### src/rtl/preproc_pkg.sv
// Shared types and constants for the sample preprocessing front end.
package preproc_pkg;

  typedef enum logic [2:0] {
    HUNT,
    LEN,
    LO,
    HI,
    CHK,
    DISCARD
  } parser_state_t;

  localparam logic [7:0] DEFAULT_SYNC_BYTE = 8'hA5;

endpackage

### src/rtl/commit_fifo.sv
// Sample FIFO with a tentative write pointer: entries become visible only after commit,
// and rollback discards everything written since the last commit.
module commit_fifo #(
  parameter int DEPTH = 64,
  parameter int WIDTH = 17,
  localparam int AW = $clog2(DEPTH),
  localparam int PW = AW + 1
) (
  input  logic             clk,
  input  logic             reset_n,
  input  logic             wr_en,
  input  logic [WIDTH-1:0] wr_data,
  input  logic             commit,
  input  logic             rollback,
  input  logic             pop,
  output logic [WIDTH-1:0] rd_data,
  output logic [PW-1:0]    count,
  output logic [PW-1:0]    free
);

  logic [WIDTH-1:0] mem [DEPTH];
  logic [PW-1:0]    rd_ptr;
  logic [PW-1:0]    commit_ptr;
  logic [PW-1:0]    wr_ptr;

  // Storage is reset so the show-ahead output reads zero after reset.
  always_ff @(posedge clk or negedge reset_n) begin
    if (!reset_n) begin
      rd_ptr     <= '0;
      commit_ptr <= '0;
      wr_ptr     <= '0;
      for (int i = 0; i < DEPTH; i++) mem[i] <= '0;
    end else begin
      if (wr_en) mem[wr_ptr[AW-1:0]] <= wr_data;
      if (rollback) wr_ptr <= commit_ptr;
      else if (wr_en) wr_ptr <= wr_ptr + 1'b1;
      if (commit) commit_ptr <= wr_ptr;
      if (pop && (count != '0)) rd_ptr <= rd_ptr + 1'b1;
    end
  end

  assign count   = commit_ptr - rd_ptr;
  assign free    = PW'(DEPTH) - (wr_ptr - rd_ptr);
  assign rd_data = mem[rd_ptr[AW-1:0]];

endmodule

### src/rtl/uart_frame_parser.sv
// Parses SYNC/LEN/payload/CHK byte frames into 16-bit samples; only frames with a
// matching checksum are committed to the output FIFO.
module uart_frame_parser
  import preproc_pkg::*;
#(
  parameter int         FIFO_DEPTH   = 64,
  parameter int         MAX_LEN      = 32,
  parameter logic [7:0] SYNC_BYTE    = DEFAULT_SYNC_BYTE,
  parameter int         TIMEOUT_CLKS = 50000,
  localparam int        CW           = $clog2(FIFO_DEPTH) + 1
) (
  input  logic          clk,
  input  logic          reset_n,
  input  logic [7:0]    in_byte,
  input  logic          in_valid,
  output logic [15:0]   sample_out,
  output logic          sample_last,
  output logic          sample_valid,
  input  logic          sample_ready,
  output logic          frame_ok,
  output logic          err_checksum,
  output logic          err_length,
  output logic          err_overflow,
  output logic          err_timeout,
  output logic [CW-1:0] fifo_count
);

  localparam int TW   = $clog2(TIMEOUT_CLKS + 1);
  localparam int CMPW = (CW > 8) ? CW : 8;

  parser_state_t state;
  logic [7:0]    chk;
  logic [7:0]    cnt;
  logic [8:0]    remaining;
  logic [7:0]    lo;
  logic [TW-1:0] idle_cnt;

  logic          timeout_hit;
  logic          wr_en;
  logic          commit;
  logic          rollback;
  logic [CW-1:0] free;

  assign timeout_hit = (state != HUNT) && (idle_cnt == TW'(TIMEOUT_CLKS));
  assign wr_en       = !timeout_hit && in_valid && (state == HI);
  assign commit      = !timeout_hit && in_valid && (state == CHK) && (in_byte == chk);
  assign rollback    = timeout_hit || (in_valid && (state == CHK) && (in_byte != chk));

  commit_fifo #(
    .DEPTH (FIFO_DEPTH),
    .WIDTH (17)
  ) u_fifo (
    .clk      (clk),
    .reset_n  (reset_n),
    .wr_en    (wr_en),
    .wr_data  ({(cnt == 8'd1), in_byte, lo}),
    .commit   (commit),
    .rollback (rollback),
    .pop      (sample_valid && sample_ready),
    .rd_data  ({sample_last, sample_out}),
    .count    (fifo_count),
    .free     (free)
  );

  assign sample_valid = (fifo_count != '0);

  always_ff @(posedge clk or negedge reset_n) begin
    if (!reset_n) begin
      state        <= HUNT;
      chk          <= '0;
      cnt          <= '0;
      remaining    <= '0;
      lo           <= '0;
      idle_cnt     <= '0;
      frame_ok     <= 1'b0;
      err_checksum <= 1'b0;
      err_length   <= 1'b0;
      err_overflow <= 1'b0;
      err_timeout  <= 1'b0;
    end else begin
      frame_ok     <= 1'b0;
      err_checksum <= 1'b0;
      err_length   <= 1'b0;
      err_overflow <= 1'b0;
      err_timeout  <= 1'b0;
      if (in_valid || state == HUNT) idle_cnt <= '0;
      else idle_cnt <= idle_cnt + 1'b1;

      if (timeout_hit) begin
        err_timeout <= 1'b1;
        state       <= HUNT;
      end else if (in_valid) begin
        case (state)
          HUNT: if (in_byte == SYNC_BYTE) state <= LEN;
          LEN: begin
            chk <= in_byte;
            if (in_byte == 8'd0 || in_byte > 8'(MAX_LEN)) begin
              err_length <= 1'b1;
              state      <= HUNT;
            end else if (CMPW'(in_byte) > CMPW'(free)) begin
              // Whole frame is skipped blind so a SYNC_BYTE in its payload cannot resync.
              err_overflow <= 1'b1;
              remaining    <= {in_byte, 1'b1};
              state        <= DISCARD;
            end else begin
              cnt   <= in_byte;
              state <= LO;
            end
          end
          LO: begin
            lo    <= in_byte;
            chk   <= chk ^ in_byte;
            state <= HI;
          end
          HI: begin
            chk   <= chk ^ in_byte;
            cnt   <= cnt - 1'b1;
            state <= (cnt == 8'd1) ? CHK : LO;
          end
          CHK: begin
            if (in_byte == chk) frame_ok <= 1'b1;
            else err_checksum <= 1'b1;
            state <= HUNT;
          end
          DISCARD: begin
            remaining <= remaining - 1'b1;
            if (remaining == 9'd1) state <= HUNT;
          end
          default: state <= HUNT;
        endcase
      end
    end
  end

endmodule

### config.mk
export PLATFORM = sky130hd
export DESIGN_NAME = uart_frame_parser
export DESIGN_NICKNAME = d
export VERILOG_FILES = /design/src/rtl/preproc_pkg.sv /design/src/rtl/commit_fifo.sv /design/src/rtl/uart_frame_parser.sv
export SDC_FILE = /design/constraint.sdc
export NUM_CORES = 2
export LEC_CHECK = 0
export ABC_CLOCK_PERIOD_IN_PS = 5100
export BUFFER_PORTS_ARGS = -buffer_cell sky130_fd_sc_hd__buf_2
export CAP_MARGIN = 25
export CORE_MARGIN = 5
export CORE_UTILIZATION = 55
export CTS_CLUSTER_SIZE = 24
export DETAILED_ROUTE_END_ITERATION = 12
export HOLD_SLACK_MARGIN = 0.02
export PLACE_DENSITY = 0.78
export SLEW_MARGIN = 10
export SYNTH_ARGS = -nofsm -noshare
export SYNTH_HDL_FRONTEND = slang
export SYNTH_SLANG_ARGS = --single-unit
### constraint.sdc
create_clock -name clk -period 5.1 [get_ports clk]
set_clock_uncertainty 0.2 [all_clocks]
set_input_delay 0.255 -clock clk [delete_from_list [all_inputs] [get_ports clk]]
set_output_delay 0.255 -clock clk [all_outputs]
set_load 0.1 [all_outputs]
==> out/results.tsv <==
stage	metric	value	unit
setup_path	CP Class	flip-flop to primary output	
flow_run	max_cap viols	0	
drt	DRC viols	0	
setup_path	WP data arrival	4580	ps
floorplan	Die Wd	323.0	um
clocking	CTS Buf Count	115	
layout	area delta synth->final	10.40	%
setup_path	crit start category	flip-flop	
synth	Avg Cell Area, Syn	14.04	um2
setup_path	WP data required	4640	ps
timing	crit path time final	5031	ps
floorplan	Rows	114	
layout	commonest cells after routing, fill and taps aside	1,156 x dfrtp_1, 947 x mux2_2, 259 x mux4_2	
synth	Area contributors post-synth	dfrtp_1 54%, mux2_2 20%, mux4_2 11%	
setup_path	Max Fanout on Critical Path	111	
setup_path	slowest stage delay, CP	720	ps
clocking	CTS sink cnt	1166	
drt	DR iter-0 viols	3125	
floorplan	core box area	0.09699	mm2
synth	Yosys top cell area share	54.15	%
setup_path	CP Capture Type	primary output	
synth	dominant cell type by area after synthesis	dfrtp_1	
synth	ys flop type	dfrtp_1	
floorplan	Initial Utilization	55.56	%
clocking	CTS tree	done	
synth	Mapped Nets	3884	
timing	hold violation count in the final report	0	
clocking	H-tree levels	3	
drt	routed wire length	137000	um
pwr	power density over the cells	400.0	mW/mm2
timing	Setup WS post-layout	69.20	ps
synth	yosys warns	0	
global_routing	vias in the first global route	34870	
layout	final net count	3836	
placed_design	placer's final routability congestion estimate	0.8948	
clocking	Post-CTS Setup Bufs	0	
timing	RSZ-0062 raised after global routing	false	
synth	Post-synth EDFFs	0	
global_routing	grt ovf	0	
timing	worst rel slew slack	32.99	%
clocking	Clock Pin Slew Worst Setup and Hold Paths	60	ps
global_routing	Tot GR Track Use	26.65	%
drt	via/cell ratio	6.489	
pwr	Worst IR Drop VDD	450.1	uV
run_status	outcome	finished, final reports clean	
clocking	clock buffer depth	3	
timing	worst hold-check slack	11.90	ps
floorplan	die height	323.0	um
layout	commonest non-fill, non-tap cell in the layout	dfrtp_1	
global_routing	pin count of the biggest net entering global routing	141	
floorplan	die area	0.1043	mm2
placed_design	Final HPWL DP	83560	um
setup_path	slowest cell on the critical path	a211oi_1	
timing	final slew viol count	0	
clocking	root buffer cell	clkbuf_16	
drt	first drt pass iteration count	5	
placed_design	Post-Place Worst Slack	737.3	ps
layout	layout cells sized above 1	42.06	%
synth	cell count after synthesis	3838	
timing	Worst Max-Slew Pin Slew	1005	ps
timing	setup TNS	0	ps
clocking	Worst-Skew Late Latency	700	ps
synth	Seq cells post-synth	1166	
synth	mapped cell area	0.05389	mm2
timing	max frequency	0.1988	GHz
placed_design	IO Port Bufs	41	
drt	antenna-violating nets left	0	
layout	# fillers	7112	
setup_path	critical path's most frequent cell	a211oi_1	
timing	Final Cycle Share	98.64	%
synth	Synth async-reset ratio	100.0	%
floorplan	Ports	42	
global_routing	initial antenna violation count	1	
drt	vias	33500	
setup_path	critical path cell sequence	buf_12 -> nand3b_1 -> o221ai_1 -> a211oi_1 -> a211oi_1 -> buf_4 -> a211o_1 -> buf_2	
pwr	Lkg Pwr	28.55	nW
global_routing	first-pass GRT wire length	214200	um
synth	Yosys cell types	70	
timing	Final Setup Violations	0	
synth	sequential-to-total area share from yosys stat	54.15	%
hold_path	hold crit path type	input port to async pin	
drt	Routed wire per std cell	26.54	um
==> report_power, final <==
part           leakage (nW)  internal [mW]  switching (mW)  total, mW
clock                  1.94           5.06            3.66       8.72
sequential             16.2           9.36           0.256       9.61
combinational          10.4           1.69            3.78       5.46
total                  28.5           16.1            7.69       23.8
==> repair_timing <==
item	4_1_cts	5_1_grt
hold endpoints to repair	137	0
hold buffers	11	0
gates resized for setup	0	0
==> kinds of logic (layout without fill, tap and decap cells) <==
logic type / count (synthesis) / count (layout) / share of synthesized area [%]
adders and majority gates: 34 / 34 / 0.8173
DFF: 1166 / 1166 / 54.15
xor gates and xnor gates: 36 / 36 / 0.5851
muxes: 1240 / 1240 / 31.25
buffers and inverters: 416 / 463 / 3.492
other: 0 / 1 / 0
and+or+nand+nor: 476 / 476 / 4.142
AOI/OAI and AO/OA: 470 / 470 / 5.570
==> cell type report <==
cell class                      count  area [um2]  share of cell area [%]
Clock inverter                     49       531.8                  0.8938
Tap cell                         1276        1597                   2.684
Clock buffer                      163        3381                   5.683
Timing Repair Buffer              213        1778                   2.989
Inverter                           38       142.6                  0.2398
Multi-Input combinational cell   2256       22870                   38.43
Sequential cell                  1166       29200                   49.07
Antenna cell                        1       2.502                0.004206
==> critical path, delay by kind of cell (launching register included) <==
| family | cells | cell delay, ps |
|---|---|---|
| buf+inv | 3 | 960 |
| flops | 1 | 570 |
| compound gates | 4 | 1610 |
| simple gates | 1 | 700 |
==> cells in the mapped netlist, types with 8 or more instances <==
library cell  count
a22oi_1          84
o221ai_1         13
a211oi_1         20
nand2b_1          8
xor2_1           14
buf_4            38
a21oi_1          64
clkbuf_1        178
o22ai_1          16
nand3_1          80
dfrtp_1        1166
buf_2           142
xnor2_1          22
nand4_1           9
and3_1           19
a221oi_1         16
ha_1             32
nand2_1         240
mux2_2          947
or3_1            10
nor2_1           45
buf_1            20
mux4_2          259
o21ai_0         189
nor3_1           20
a22o_1           21
mux2i_1          34
inv_1            36
==> path summary, 6_finish.rpt <==
check                                                  start                          end  slack, ps  cells past startpoint
worst max-delay path            u_fifo.rd_ptr[1]$_DFFE_PN0P_                sample_out[2]         70                      8
worst min-delay path                                 reset_n  u_fifo.mem[507]$_DFFE_PN0P_         10                      2
worst max register to register  u_fifo.wr_ptr[2]$_DFFE_PN0P_     remaining[3]$_DFFE_PN0P_        660                     15
worst min register to register   u_fifo.mem[552]$_DFFE_PN0P_  u_fifo.mem[552]$_DFFE_PN0P_        280                      2
max in group asynchronous                            reset_n  u_fifo.mem[948]$_DFFE_PN0P_       3310                      3
min in group clk                                  in_byte[6]     remaining[7]$_DFFE_PN0P_         80                      3
==> state kept, by name, summed over array words and instances, names as in the netlist, 3 cells and up <==
signal,flops
u_fifo.commit_ptr,7
lo,8
u_fifo.wr_ptr,7
u_fifo.rd_ptr,7
idle_cnt,16
u_fifo.mem,1088
cnt,8
state,3
chk,8
remaining,9
==> metrics by stage <==
stage | instances | total power, mW | instance area (um2) | utilization (%)
final | 5162 | 23.79 | 59490 | 61.34
after global routing | 5161 | 24.61 | 59490 | 61.34
after CTS | 5157 | 23.91 | 59440 | 61.28
after detailed placement | 4934 | 15.20 | 55410 | 57.13
after global placement | 4931 | 15.19 | 55380 | 57.10
after floorplan | 3838 | 13.42 | 53890 | -
==> layer usage <==
metal / global-route usage, % / share of wire, %
met5: 0 / 0
met4: 10.25 / 4.0
met3: 4.248 / 6.9
met2: 42.02 / 47
met1: 37.93 / 42
(Power assumes the default switching activity.)
